===== config.mk =====
export PLATFORM = sky130hd
export DESIGN_NAME = exec_unit
export DESIGN_NICKNAME = d
export VERILOG_FILES = /design/src/rtl/cpu_defs.sv /design/src/rtl/exec_shifter.sv /design/src/rtl/exec_unit.sv
export SDC_FILE = /design/constraint.sdc
export NUM_CORES = 1
export LEC_CHECK = 0
export ABC_AREA = 0
export CELL_PAD_IN_SITES_DETAIL_PLACEMENT = 0
export CELL_PAD_IN_SITES_GLOBAL_PLACEMENT = 1
export CORE_MARGIN = 2
export CORE_UTILIZATION = 53
export DETAILED_ROUTE_END_ITERATION = 10
export DONT_BUFFER_PORTS = 1
export PLACE_DENSITY_LB_ADDON = 0.12
export SKIP_LAST_GASP = 1
export SYNTH_ARGS = -nofsm -noshare
export SYNTH_HDL_FRONTEND = slang
export SYNTH_HIERARCHICAL = 1
export SYNTH_SLANG_ARGS = --single-unit
export TNS_END_PERCENT = 10

===== constraint.sdc =====
create_clock -name clk -period 5.1 [get_ports clk]
set_input_delay 1.02 -clock clk [delete_from_list [all_inputs] [get_ports clk]]
set_output_delay 1.02 -clock clk [all_outputs]
set_load 0.1 [all_outputs]

===== src/rtl/cpu_defs.sv =====
// Shared definitions for the execute unit: ALU op encodings, FSM state type
// and shifter mode type.
package cpu_defs;

  // ALU operation codes; 4'hD-4'hF are undefined unless EXEC_UNIT_MUL_EN claims 4'hD.
  localparam logic [3:0] ALU_ADD = 4'h0;
  localparam logic [3:0] ALU_SUB = 4'h1;
  localparam logic [3:0] ALU_AND = 4'h2;
  localparam logic [3:0] ALU_OR  = 4'h3;
  localparam logic [3:0] ALU_XOR = 4'h4;
  localparam logic [3:0] ALU_SLL = 4'h5;
  localparam logic [3:0] ALU_SRL = 4'h6;
  localparam logic [3:0] ALU_SRA = 4'h7;
  localparam logic [3:0] ALU_BEQ = 4'h8;
  localparam logic [3:0] ALU_BNE = 4'h9;
  localparam logic [3:0] ALU_BLT = 4'hA;
  localparam logic [3:0] ALU_BGE = 4'hB;
  localparam logic [3:0] ALU_NOP = 4'hC;
  localparam logic [3:0] ALU_MUL = 4'hD;

  typedef enum logic [1:0] {
    IDLE  = 2'd0,
    SHIFT = 2'd1,
    MUL   = 2'd2,
    DONE  = 2'd3
  } exec_state_t;

  typedef enum logic [1:0] {
    SH_SLL = 2'd0,
    SH_SRL = 2'd1,
    SH_SRA = 2'd2
  } shift_mode_t;

endpackage


===== src/rtl/exec_shifter.sv =====
// One-bit-per-step shift register used for SLL/SRL/SRA.
// Ports:
//   clk, rst_n    : clock, async active-low reset
//   load_i        : capture data_i and mode_i
//   step_i        : shift the held value by one bit
//   mode_i        : shift direction / fill selection
//   data_i        : value to load
//   step_c_o      : combinational value after one more step (for result capture)
module exec_shifter
  import cpu_defs::*;
#(
  parameter int unsigned XLEN = 32
) (
  input  logic              clk,
  input  logic              rst_n,
  input  logic              load_i,
  input  logic              step_i,
  input  shift_mode_t       mode_i,
  input  logic [XLEN-1:0]   data_i,
  output logic [XLEN-1:0]   step_c_o
);

  logic [XLEN-1:0] data_q;
  shift_mode_t     mode_q;

  // Held operand and mode
  always_ff @(posedge clk or negedge rst_n) begin
    if (!rst_n) begin
      data_q <= '0;
      mode_q <= SH_SLL;
    end else if (load_i) begin
      data_q <= data_i;
      mode_q <= mode_i;
    end else if (step_i) begin
      data_q <= step_c_o;
    end
  end

  // Single-bit shift; SRA replicates the sign bit
  always_comb begin
    step_c_o = data_q;
    case (mode_q)
      SH_SLL:  step_c_o = {data_q[XLEN-2:0], 1'b0};
      SH_SRL:  step_c_o = {1'b0, data_q[XLEN-1:1]};
      SH_SRA:  step_c_o = {data_q[XLEN-1], data_q[XLEN-1:1]};
      default: step_c_o = data_q;
    endcase
  end

endmodule


===== src/rtl/exec_unit.sv =====
// Multi-cycle execute unit: single-cycle ALU/branch ops, iterative shifts and
// (with macro EXEC_UNIT_MUL_EN) an iterative shift-add multiplier.
// Ports:
//   clk, rst_n          : clock, async active-low reset
//   in_valid/in_ready   : request handshake; in_op/in_a/in_b captured on accept
//   out_valid/out_ready : result handshake; out_result/out_taken held until accepted
//   busy                : FSM not in IDLE
module exec_unit
  import cpu_defs::*;
#(
  parameter int unsigned XLEN = 32
) (
  input  logic            clk,
  input  logic            rst_n,
  input  logic            in_valid,
  output logic            in_ready,
  input  logic [3:0]      in_op,
  input  logic [XLEN-1:0] in_a,
  input  logic [XLEN-1:0] in_b,
  output logic            out_valid,
  input  logic            out_ready,
  output logic [XLEN-1:0] out_result,
  output logic            out_taken,
  output logic            busy
);

  localparam int unsigned SHAMT_W = $clog2(XLEN);
  localparam int unsigned CNT_W   = SHAMT_W + 1;

  exec_state_t       state_q, state_d;
  logic [XLEN-1:0]   result_q, result_d;
  logic              taken_q, taken_d;
  logic [CNT_W-1:0]  cnt_q, cnt_d;
  logic              rdy_q;
  logic              accept;
  logic [SHAMT_W-1:0] shamt;
  logic              sh_load, sh_step;
  shift_mode_t       sh_mode;
  logic [XLEN-1:0]   sh_step_data;
`ifdef EXEC_UNIT_MUL_EN
  logic [XLEN-1:0]   mul_a_q, mul_a_d;
  logic [XLEN-1:0]   mul_b_q, mul_b_d;
  logic [XLEN-1:0]   acc_q, acc_d;
`endif

  // rdy_q keeps in_ready low until the first edge after reset release
  assign in_ready   = rdy_q && ((state_q == IDLE) || ((state_q == DONE) && out_ready));
  assign accept     = in_valid && in_ready;
  assign shamt      = in_b[SHAMT_W-1:0];
  assign out_valid  = (state_q == DONE);
  assign busy       = (state_q != IDLE);
  assign out_result = result_q;
  assign out_taken  = taken_q;

  exec_shifter #(.XLEN(XLEN)) u_shifter (
    .clk      (clk),
    .rst_n    (rst_n),
    .load_i   (sh_load),
    .step_i   (sh_step),
    .mode_i   (sh_mode),
    .data_i   (in_a),
    .step_c_o (sh_step_data)
  );

  // State and result registers
  always_ff @(posedge clk or negedge rst_n) begin
    if (!rst_n) begin
      state_q  <= IDLE;
      result_q <= '0;
      taken_q  <= 1'b0;
      cnt_q    <= '0;
      rdy_q    <= 1'b0;
`ifdef EXEC_UNIT_MUL_EN
      mul_a_q  <= '0;
      mul_b_q  <= '0;
      acc_q    <= '0;
`endif
    end else begin
      state_q  <= state_d;
      result_q <= result_d;
      taken_q  <= taken_d;
      cnt_q    <= cnt_d;
      rdy_q    <= 1'b1;
`ifdef EXEC_UNIT_MUL_EN
      mul_a_q  <= mul_a_d;
      mul_b_q  <= mul_b_d;
      acc_q    <= acc_d;
`endif
    end
  end

  // Next-state, iteration and dispatch logic
  always_comb begin
    state_d  = state_q;
    result_d = result_q;
    taken_d  = taken_q;
    cnt_d    = cnt_q;
    sh_load  = 1'b0;
    sh_step  = 1'b0;
    sh_mode  = SH_SLL;
`ifdef EXEC_UNIT_MUL_EN
    mul_a_d  = mul_a_q;
    mul_b_d  = mul_b_q;
    acc_d    = acc_q;
`endif

    case (state_q)
      SHIFT: begin
        sh_step = 1'b1;
        cnt_d   = cnt_q - CNT_W'(1);
        if (cnt_q == CNT_W'(1)) begin
          state_d  = DONE;
          result_d = sh_step_data;
        end
      end
`ifdef EXEC_UNIT_MUL_EN
      MUL: begin
        mul_a_d = {mul_a_q[XLEN-2:0], 1'b0};
        mul_b_d = {1'b0, mul_b_q[XLEN-1:1]};
        acc_d   = acc_q + (mul_b_q[0] ? mul_a_q : '0);
        cnt_d   = cnt_q - CNT_W'(1);
        if (cnt_q == CNT_W'(1)) begin
          state_d  = DONE;
          result_d = acc_d;
        end
      end
`endif
      DONE: begin
        if (out_ready) state_d = IDLE;
      end
      default: ;
    endcase

    // Accept only happens in IDLE or in DONE while draining, so it overrides
    if (accept) begin
      state_d  = DONE;
      result_d = '0;
      taken_d  = 1'b0;
      case (in_op)
        ALU_ADD: result_d = in_a + in_b;
        ALU_SUB: result_d = in_a - in_b;
        ALU_AND: result_d = in_a & in_b;
        ALU_OR:  result_d = in_a | in_b;
        ALU_XOR: result_d = in_a ^ in_b;
        ALU_BEQ: taken_d  = (in_a == in_b);
        ALU_BNE: taken_d  = (in_a != in_b);
        ALU_BLT: taken_d  = ($signed(in_a) <  $signed(in_b));
        ALU_BGE: taken_d  = ($signed(in_a) >= $signed(in_b));
        ALU_SLL, ALU_SRL, ALU_SRA: begin
          sh_mode = (in_op == ALU_SLL) ? SH_SLL :
                    (in_op == ALU_SRL) ? SH_SRL : SH_SRA;
          if (shamt == '0) begin
            result_d = in_a;
          end else begin
            sh_load = 1'b1;
            cnt_d   = CNT_W'(shamt);
            state_d = SHIFT;
          end
        end
`ifdef EXEC_UNIT_MUL_EN
        ALU_MUL: begin
          mul_a_d = in_a;
          mul_b_d = in_b;
          acc_d   = '0;
          cnt_d   = CNT_W'(XLEN);
          state_d = MUL;
        end
`endif
        default: ;
      endcase
    end
  end

endmodule


# --- Word level (Yosys, flattened, before mapping) ---
# Index checks and enable logic that the tools add are counted.
word_totals:
  output_inout_bits: 36
  regBits: 76
  input_bits: 72
classes:
  n_reduce_logical: 16
  magnitude_cmp: 2
  bitwise_logic: 3
  add_sub_neg: 3
  muxes: 27
  n_eq_ne: 20
ops:
  columns: ["cell", "count"]
  rows:
  - ["32-bit 2-to-1 mux", 6]
  - ["32-bit one-hot mux with 6 select lines", 1]
  - ["32-bit one-hot mux with 3 select lines", 1]
  - ["32-bit adder", 1]
  - ["32-bit bitwise AND", 1]
  - ["32-bit equality test", 1]
  - ["32-bit >= comparator", 1]
  - ["32-bit < comparator", 1]
  - ["32-bit inequality test", 1]
  - ["32-bit bitwise OR", 1]
  - ["32-bit subtractor", 1]
  - ["32-bit bitwise XOR", 1]
  - ["6-bit 2-to-1 mux", 4]
  - ["2-bit 2-to-1 mux", 9]
  - ["4-bit by 3-bit equality test with 1-bit output, second input constant", 4]
  - ["4-bit equality test, second input constant", 4]
  - ["4-bit by 2-bit equality test with 1-bit output, second input constant", 2]
  - ["2-bit nonzero test", 4]
  - ["6-bit by 1-bit equality test with 1-bit output, second input constant", 1]
  - ["6-bit by 1-bit subtractor with 6-bit output, second input constant", 1]
  - ["5-bit logical NOT", 1]
  - ["2-bit by 1-bit equality test with 1-bit output, second input constant", 2]
  - ["2-bit equality test, second input constant", 2]
  - ["4-bit by 1-bit equality test with 1-bit output, second input constant", 1]
  - ["13 further kinds", 19]

# --- Depth between registers and ports, before layout ---
# Gate-level depths: netlist of the first run.
logic_depth:
  depth_word: 7
  ltp_mapped: 11

# --- Modules after synthesis ---
# Netlist of the first run, hierarchy kept.
modules_own_cells:
  columns: ["mod", "seq_area_each_um2", "cells_each", "instances", "area_each_um2"]
  rows:
  - ["exec_unit", 1051.0, 1093, 1, 7772.5]
  - ["exec_shifter", 850.8, 290, 1, 2816.5]

# --- Worst setup path after synthesis of the first run ---
# OpenSTA, ideal clock, no wires.
synth_timing:
  path_kind: "in2out"
  start: "in out_ready"
  end: "out in_ready"
  t_arrival_ns: 3.326
  setup_slack_ns: 0.754
  path_stages: 2
  required_ns: 4.080
  path_cell_list: "nand3_1 a21boi_0"
synth_between:
  elab_chain_len: 3
synth_lines:
  columns: ["item", "line", "text"]
  rows:
  - ["start: declaration", "exec_unit.sv:21", "input logic out_ready,"]
  - ["1-bit logical AND", "exec_unit.sv:47", "assign in_ready = rdy_q && ((state_q == IDLE) || ((state_q == DONE) && out_ready));"]
  - ["1-bit logical OR", "exec_unit.sv:47", null]
  - ["1-bit logical AND", "exec_unit.sv:47", null]
  - ["end: declaration", "exec_unit.sv:16", "output logic in_ready,"]
# No other way between the ends.

# --- Final worst setup path of the first run ---
layout_timing:
  start: "in in_b[6]"
  end: "reg result_q[31], in the netlist out_result[31]"
layout_between:
  elab_chain_len: 3
  elab_cells_between_ends: 4
  classes_between: "add/sub (2); mux (2)"
layout_lines:
  columns: ["item", "line", "text"]
  rows:
  - ["start: declaration", "exec_unit.sv:19", "input logic [XLEN-1:0] in_b,"]
  - ["32-bit subtractor or 32-bit adder (tied branches)", "exec_unit.sv:141, exec_unit.sv:140", null]
  - ["32-bit one-hot mux with 6 select lines (*)", "exec_unit.sv:139", "case (in_op)"]
  - ["32-bit 2-to-1 mux (*)", "exec_unit.sv:135", "if (accept) begin"]
  - ["end signal: assignment", "exec_unit.sv:80", "result_q <= result_d;"]
  - ["end: declaration", "exec_unit.sv:31", "logic [XLEN-1:0] result_q, result_d;"]
# Mark *: on every way between the ends. The rest lies on a longest branch, timed or not.
# A chain may end at the register's enable or synchronous reset.

==> results of run 1 <==
[synth_stat cells (5+ instances only)]
library cell  count
or4_1             5
o22ai_1           5
nand4_1           9
mux2i_1         107
o31a_1            5
o211ai_1         11
o21bai_1         10
nand2b_1         40
nor2b_1          10
o31ai_1          17
inv_1           107
a211o_1           5
o221ai_1          8
clkbuf_1         68
o21a_1            8
nor3b_1           5
nor2_1           88
nand3b_1          6
nand3_1          26
ha_1            116
a221o_1           7
a31oi_1          19
a31o_2           22
and3_1            9
o21ai_0         108
a22oi_1           7
a221oi_1         19
a31o_1           11
nand2_1         146
dfrtp_1          76
a21o_1           18
nor4_1           15
buf_8             5
nor3_1           25
a211oi_1         14
or3_1             7
a32oi_1           9
a2111oi_0         7
and2_1            5
or2_2             5
buf_1             5
xnor2_1           9
a21oi_1          94
a311oi_1          6
[per-layer routing]
layer	vias to the layer above	GRT usage	wire length (um)
li1	4924	-	-
met1	5189	0.512	17400
met2	546	0.491	15400
met3	73	0.103	4350
met4	0	0.117	979
met5	-	0	0
[sequential cells by signal (all words and copies together), names as in the netlist]
register,count
rdy_q,1
u_shifter/data_q,32
out_result,32
cnt_q,6
u_shifter/mode_q,2
out_taken,1
state_q,2
[cells by family after synthesis]
| group | after synthesis | synth area share |
|---|---|---|
| AND/OR/NAND/NOR | 415 | 0.191 |
| multiplexers | 111 | 0.105 |
| buffers and inverters | 200 | 0.0833 |
| adder cells (fa/ha/maj) | 118 | 0.141 |
| AO/OA/AOI/OAI | 450 | 0.290 |
| other | 1 | 0.000354 |
| XOR/XNOR | 12 | 0.00993 |
| flip-flops | 76 | 0.180 |
[layout make-up]
class / instances / area share
clock buffer: 11 / 0.0230
timing repair buffer: 22 / 0.0150
multi-input combinational: 1107 / 0.712
clock inverter: 5 / 0.00977
inverter: 107 / 0.0365
sequential: 76 / 0.173
tap: 265 / 0.0301
[metrics by stage]
step | total power, mW | utilization | setup slack (ns) | hold WS, ns
4_1_cts | 4.39 | 0.564 | 1.22 | 0.350
5_1_grt | 4.64 | 0.564 | 0.871 | 0.351
3_5_place_dp | 3.59 | 0.545 | 0.846 | 0.545
2_1_floorplan | 3.19 | - | 0.754 | 0.515
3_3_place_gp | 3.56 | 0.545 | 0.920 | 0.542
6_report | 4.43 | 0.564 | 1.01 | 0.355
[power by group]
group	leakage, nW	internal, mW	switching [mW]	total (mW)
logic	3.49	0.609	0.951	1.56
clock network	0.176	0.508	0.293	0.800
registers	0.945	0.824	1.25	2.07
[critical path, stage by stage]
cell and delay, ns:
inv_1 0.04, ha_1 0.41, inv_1 0.16, a2111oi_0 0.84, a211o_1 0.29, a21oi_1 0.18
o21ai_0 0.55, o311ai_0 0.24, a2111oi_0 0.43, a221oi_1 0.13
[path summary, 6_finish.rpt]
check / startpoint / endpoint / slack [ns] / depth (start not counted)
max in group asynchronous: rst_n / u_shifter/mode_q[0] / 4.61 / 0
min: rst_n / state_q[0] / 0.35 / 0
max reg2reg: state_q[1] / u_shifter/data_q[23] / 1.27 / 8
min reg2reg: cnt_q[5] / cnt_q[5] / 0.57 / 2
max: in_b[6] / out_result[31] / 1.01 / 10
min in group clk: cnt_q[5] / cnt_q[5] / 0.57 / 2
==> metrics.yaml, run 1 <==
cts:
  clock_path_buffers: 2
  cts-resized-gates: 0
  ctsHoldBuffers: 0
  cts_root_buf: "clkbuf_16"
  cts_made_buffers: 9
  tritoncts: "built"
  cts_max_level: 3
  clkTransAtPathRegs_ns: 0.07
  post_cts_buffers: 0
  cts.sinks: 76
  clk_latency_ns: 0.35
placement:
  dp_hpwl_mm: 28.2
  dpl.cell_count: 1577
  globalplace.congestion: 0.959
  placed_area_um2: 10600
  portBuffers: 0
sta:
  rsz0062_at_grt: "false"
  relSlewSlack: 0.116
  final-hold-violation-count: 0
  min_period_ns: 4.09
  skew_ns: 0.00560
  setup_viol: 0
  timing.fmax_ghz: 0.244
  period_share: 0.802
  maxSlewViolCount: 0
  tns_ns: 0
  tightest_slew_ns: 1.32
routing:
  vias_per_cell: 6.74
  routed_wl_mm: 38.1
  dr.pass1.iters: 6
  drt-wirelength-per-cell_um: 23.9
  antenna_left: 0
  vias: 10700
  drc: 0
  drt_iter0_markers: 1036
synthesis:
  seq_area_frac_synth: 0.180
  synth.distinct_cells: 87
  yosysTopAreaCellShare: 0.180
  synth_area_leaders: "dfrtp_1 (18%), ha_1 (14%), mux2i_1 (10%)"
  ys_async_sr_fraction: 1.00
  yosysTopAreaCell: "dfrtp_1"
  ys_ff_latch: 76
  syn-cell-area_um2: 10600
  yosys_warnings: 6
  syn_area_per_cell_um2: 7.66
  synth_edf_count: 0
  ys.flop_type: "dfrtp_1"
  syn_nets: 1573
  synthCells: 1383
layout:
  layout_common_cells: "nand2_1 (146), ha_1 (116), o21ai_0 (108)"
  fin_nets: 1513
  seq_area_um2: 1910
  final_cell_area_um2: 11000
  drive_gt1_frac: 0.0670
  nFillCells: 1926
  final_cells: 1593
  multi_input_area_um2: 7840
  antenna_cells: 0
  syn2layout_area_growth_pct: 3.96
  final_common_cell: "nand2_1"
power_and_ir_drop:
  leakage_nw: 4.61
  powerDensity_nw_per_um2: 403
  ir_drop_v: 0.000206
floorplanning:
  ioPinCount: 108
  dieWidth_um: 145
  rows: 51
  initial_core_util: 0.542
  core_um2: 19500
  die_h_um: 145
  die_area_um2: 21100
global_routing:
  grt_max_degree: 77
  antenna_found_initial: 0
  overflow: 0
  grt_pass1_vias: 9998
  grt_util_all_layers: 0.351
  grt_pass1_wl_mm: 58.4
outcome:
  status: "complete, no violations"
job:
  max_cap_violations: 0
critical_path:
  crit_type: "in -> reg"
  crit_arrival_ns: 4.29
  end_kind: "flop"
  critPathLaunchType: "input port"
  cp_max_fo: 7
  cp.required_ns: 5.30
hold_path:
  hp-class: "in -> async"
No activity file was read; power rests on OpenSTA's default activity.
==> run 2, diff against run 1 <==
CORE_UTILIZATION = 49   (was 53)
clock period = 3.8 ns   (was 5.1 ns; I/O delays follow)
==> run 2 against run 1 <==
Effect of this change: routed wire length rose by 1.3%; first-iteration DRC count rose by 6.2%; cell area up 3.0%; core utilization decreased by 2.6 points; combinational power is 42% higher; clock power is 19% higher; cell count increased by 3.5%; sequential cell count did not move; global-route usage shrank 1.4 points; sequential share of layout area is 0.50 points lower; total power is 33% higher; critical path type unchanged; largest cell class unchanged.
==> metrics.yaml, run 2 (synthesis results as in run 1) <==
placement:
  globalplace.congestion: 0.958  # -0.10%
  portBuffers: 0  # unchanged
  dp_hpwl_mm: 29.1  # +3.3%
critical_path:
  crit_type: "in -> reg"
  end_kind: "flop"
  cp.required_ns: 4.03  # -1.27 ns
  crit_arrival_ns: 3.64  # -0.65 ns
  critPathLaunchType: "input port"
  cp_max_fo: 4  # -3
hold_path:
  hp-class: "in -> async"
routing:
  drt_iter0_markers: 1100  # +6.2%
  vias_per_cell: 6.52  # -3.2%
  drc: 0  # unchanged
  vias: 10700  # +0.10%
  antenna_left: 0  # unchanged
  dr.pass1.iters: 6  # unchanged
  routed_wl_mm: 38.6  # +1.3%
  drt-wirelength-per-cell_um: 23.4  # -2.1%
cts:
  post_cts_buffers: 0  # unchanged
  clk_latency_ns: 0.35  # about the same
  cts.sinks: 76  # unchanged
  clkTransAtPathRegs_ns: 0.06  # about the same
  cts_made_buffers: 9  # unchanged
  cts_max_level: 3  # unchanged
  cts_root_buf: "clkbuf_16"
  ctsHoldBuffers: 0  # unchanged
  clock_path_buffers: 2  # unchanged
  cts-resized-gates: 0  # unchanged
  tritoncts: "built"
power_and_ir_drop:
  pwr-share-seq: 0.463  # -0.004
  p_int_mw: 2.58  # +33%
  combinationalPowerShare: 0.377  # +0.025
  p_sw_mw: 3.33  # +34%
  switching_share: 0.563  # +0.000830
  powerDensity_nw_per_um2: 521  # +29%
  power_frac_clock: 0.161  # -0.020
  leakage_nw: 4.82  # +4.5%
  ir_drop_v: 0.000294  # +43%
floorplanning:
  ioPinCount: 108  # unchanged
  die_h_um: 151  # +3.9%
  rows: 53  # +3.9%
  core_um2: 21100  # +8.0%
  initial_core_util: 0.502  # -0.0402
  dieWidth_um: 151  # +3.9%
  die_area_um2: 22800  # +7.9%
sta:
  relSlewSlack: 0.187  # +0.0705
  min_period_ns: 3.41
  period_share: 0.896
  final-hold-violation-count: 0  # unchanged
  maxSlewViolCount: 0  # unchanged
  skew_ns: 0.00753  # +0.00193 ns
  timing.fmax_ghz: 0.294
  holdWs_ns: 0.105  # -0.250 ns
  tightest_slew_ns: 1.22  # -0.106 ns
  setup_viol: 0  # unchanged
  tns_ns: 0  # unchanged
  rsz0062_at_grt: "false"
outcome:
  status: "complete, no violations"
global_routing:
  grt_pass1_wl_mm: 58.9  # +0.79%
  overflow: 0  # unchanged
  antenna_found_initial: 1  # +1
  grt_pass1_vias: 9933  # -0.65%
  grt_util_all_layers: 0.337  # -0.0139
  grt_max_degree: 77  # unchanged
layout:
  antenna_cells: 0  # unchanged
  syn2layout_area_growth_pct: 7.04
  drive_gt1_frac: 0.0969  # +0.0299
  final_common_cell: "nand2_1"
  layout_common_cells: "nand2_1 (146), ha_1 (116), o21ai_0 (108)"
  nFillCells: 2087  # +8.4%
  fin_nets: 1559  # +3.0%
job:
  max_cap_violations: 0  # unchanged
==> run 2: cell count changes in the layout (fill, tap and decap cells not counted) <==
cell       delta
buf_12        +1
buf_4        +45
bufinv_16     -1
clkbuf_1      +1
clkbuf_8      -1
clkinv_2      +1
clkinv_4      -1
==> run 2: worst max-delay path, stage by stage <==
cell and delay (ns):
inv_1 0.03, ha_1 0.29, or4_1 0.61, or4_4 0.48
nor3_4 0.26, nor4_2 0.11, nor4_1 0.54, or3_1 0.19
a21oi_1 0.06, o311a_1 0.30
==> run 2: layout make-up <==
type | count | area, um^2 | share of cell area
multi-input cells | 1107 | 7840 | 0.692
flip-flops and latches | 76 | 1910 | 0.168
repair buffers | 68 | 523 | 0.0461
inverters | 107 | 402 | 0.0354
well taps | 275 | 344 | 0.0304
clock buffers | 11 | 243 | 0.0214
clock inverters | 4 | 73.8 | 0.00651
==> run 2: path summary, 6_finish.rpt <==
kind	start	to	slack, ns	depth (start not counted)
min reg2reg	cnt_q[5]	cnt_q[5]	0.58	2
max	in_b[11]	out_result[28]	0.39	10
min	rst_n	state_q[0]	0.11	0
max reg2reg	state_q[1]	u_shifter/data_q[21]	0.66	7
min in group clk	in_b[2]	cnt_q[2]	0.53	2
max in group asynchronous	rst_n	u_shifter/mode_q[1]	3.56	0
==> run 2: per-layer routing <==
metal,vias up,part of all wire,GRT usage
li1,5014,-,-
met1,5142,0.46,0.504
met2,526,0.41,0.486
met3,61,0.11,0.0759
met4,0,0.021,0.0850
met5,-,0,0
==> run 2: power by group through the flow <==
stage                     clock (mW)  combinational (mW)  sequential [mW]
final                          0.949                2.22             2.73
after global routing           0.990                2.44             2.78
after CTS                      0.963                2.18             2.73
after detailed placement           0                2.16             2.75
after global placement             0                2.13             2.73
after floorplan                    0                1.64             2.64
==> run 2: metrics by stage <==
step	cells	instance area (um^2)	power [mW]	setup WS, ns	utilization
final	1648	11300	5.91	0.394	0.537
after global routing	1648	11300	6.20	0.274	0.537
after CTS	1648	11300	5.87	0.407	0.537
after detailed placement	1633	11000	4.91	0.0383	0.522
after global placement	1633	11000	4.86	0.0772	0.522
after floorplan	1383	10600	4.28	0.470	-
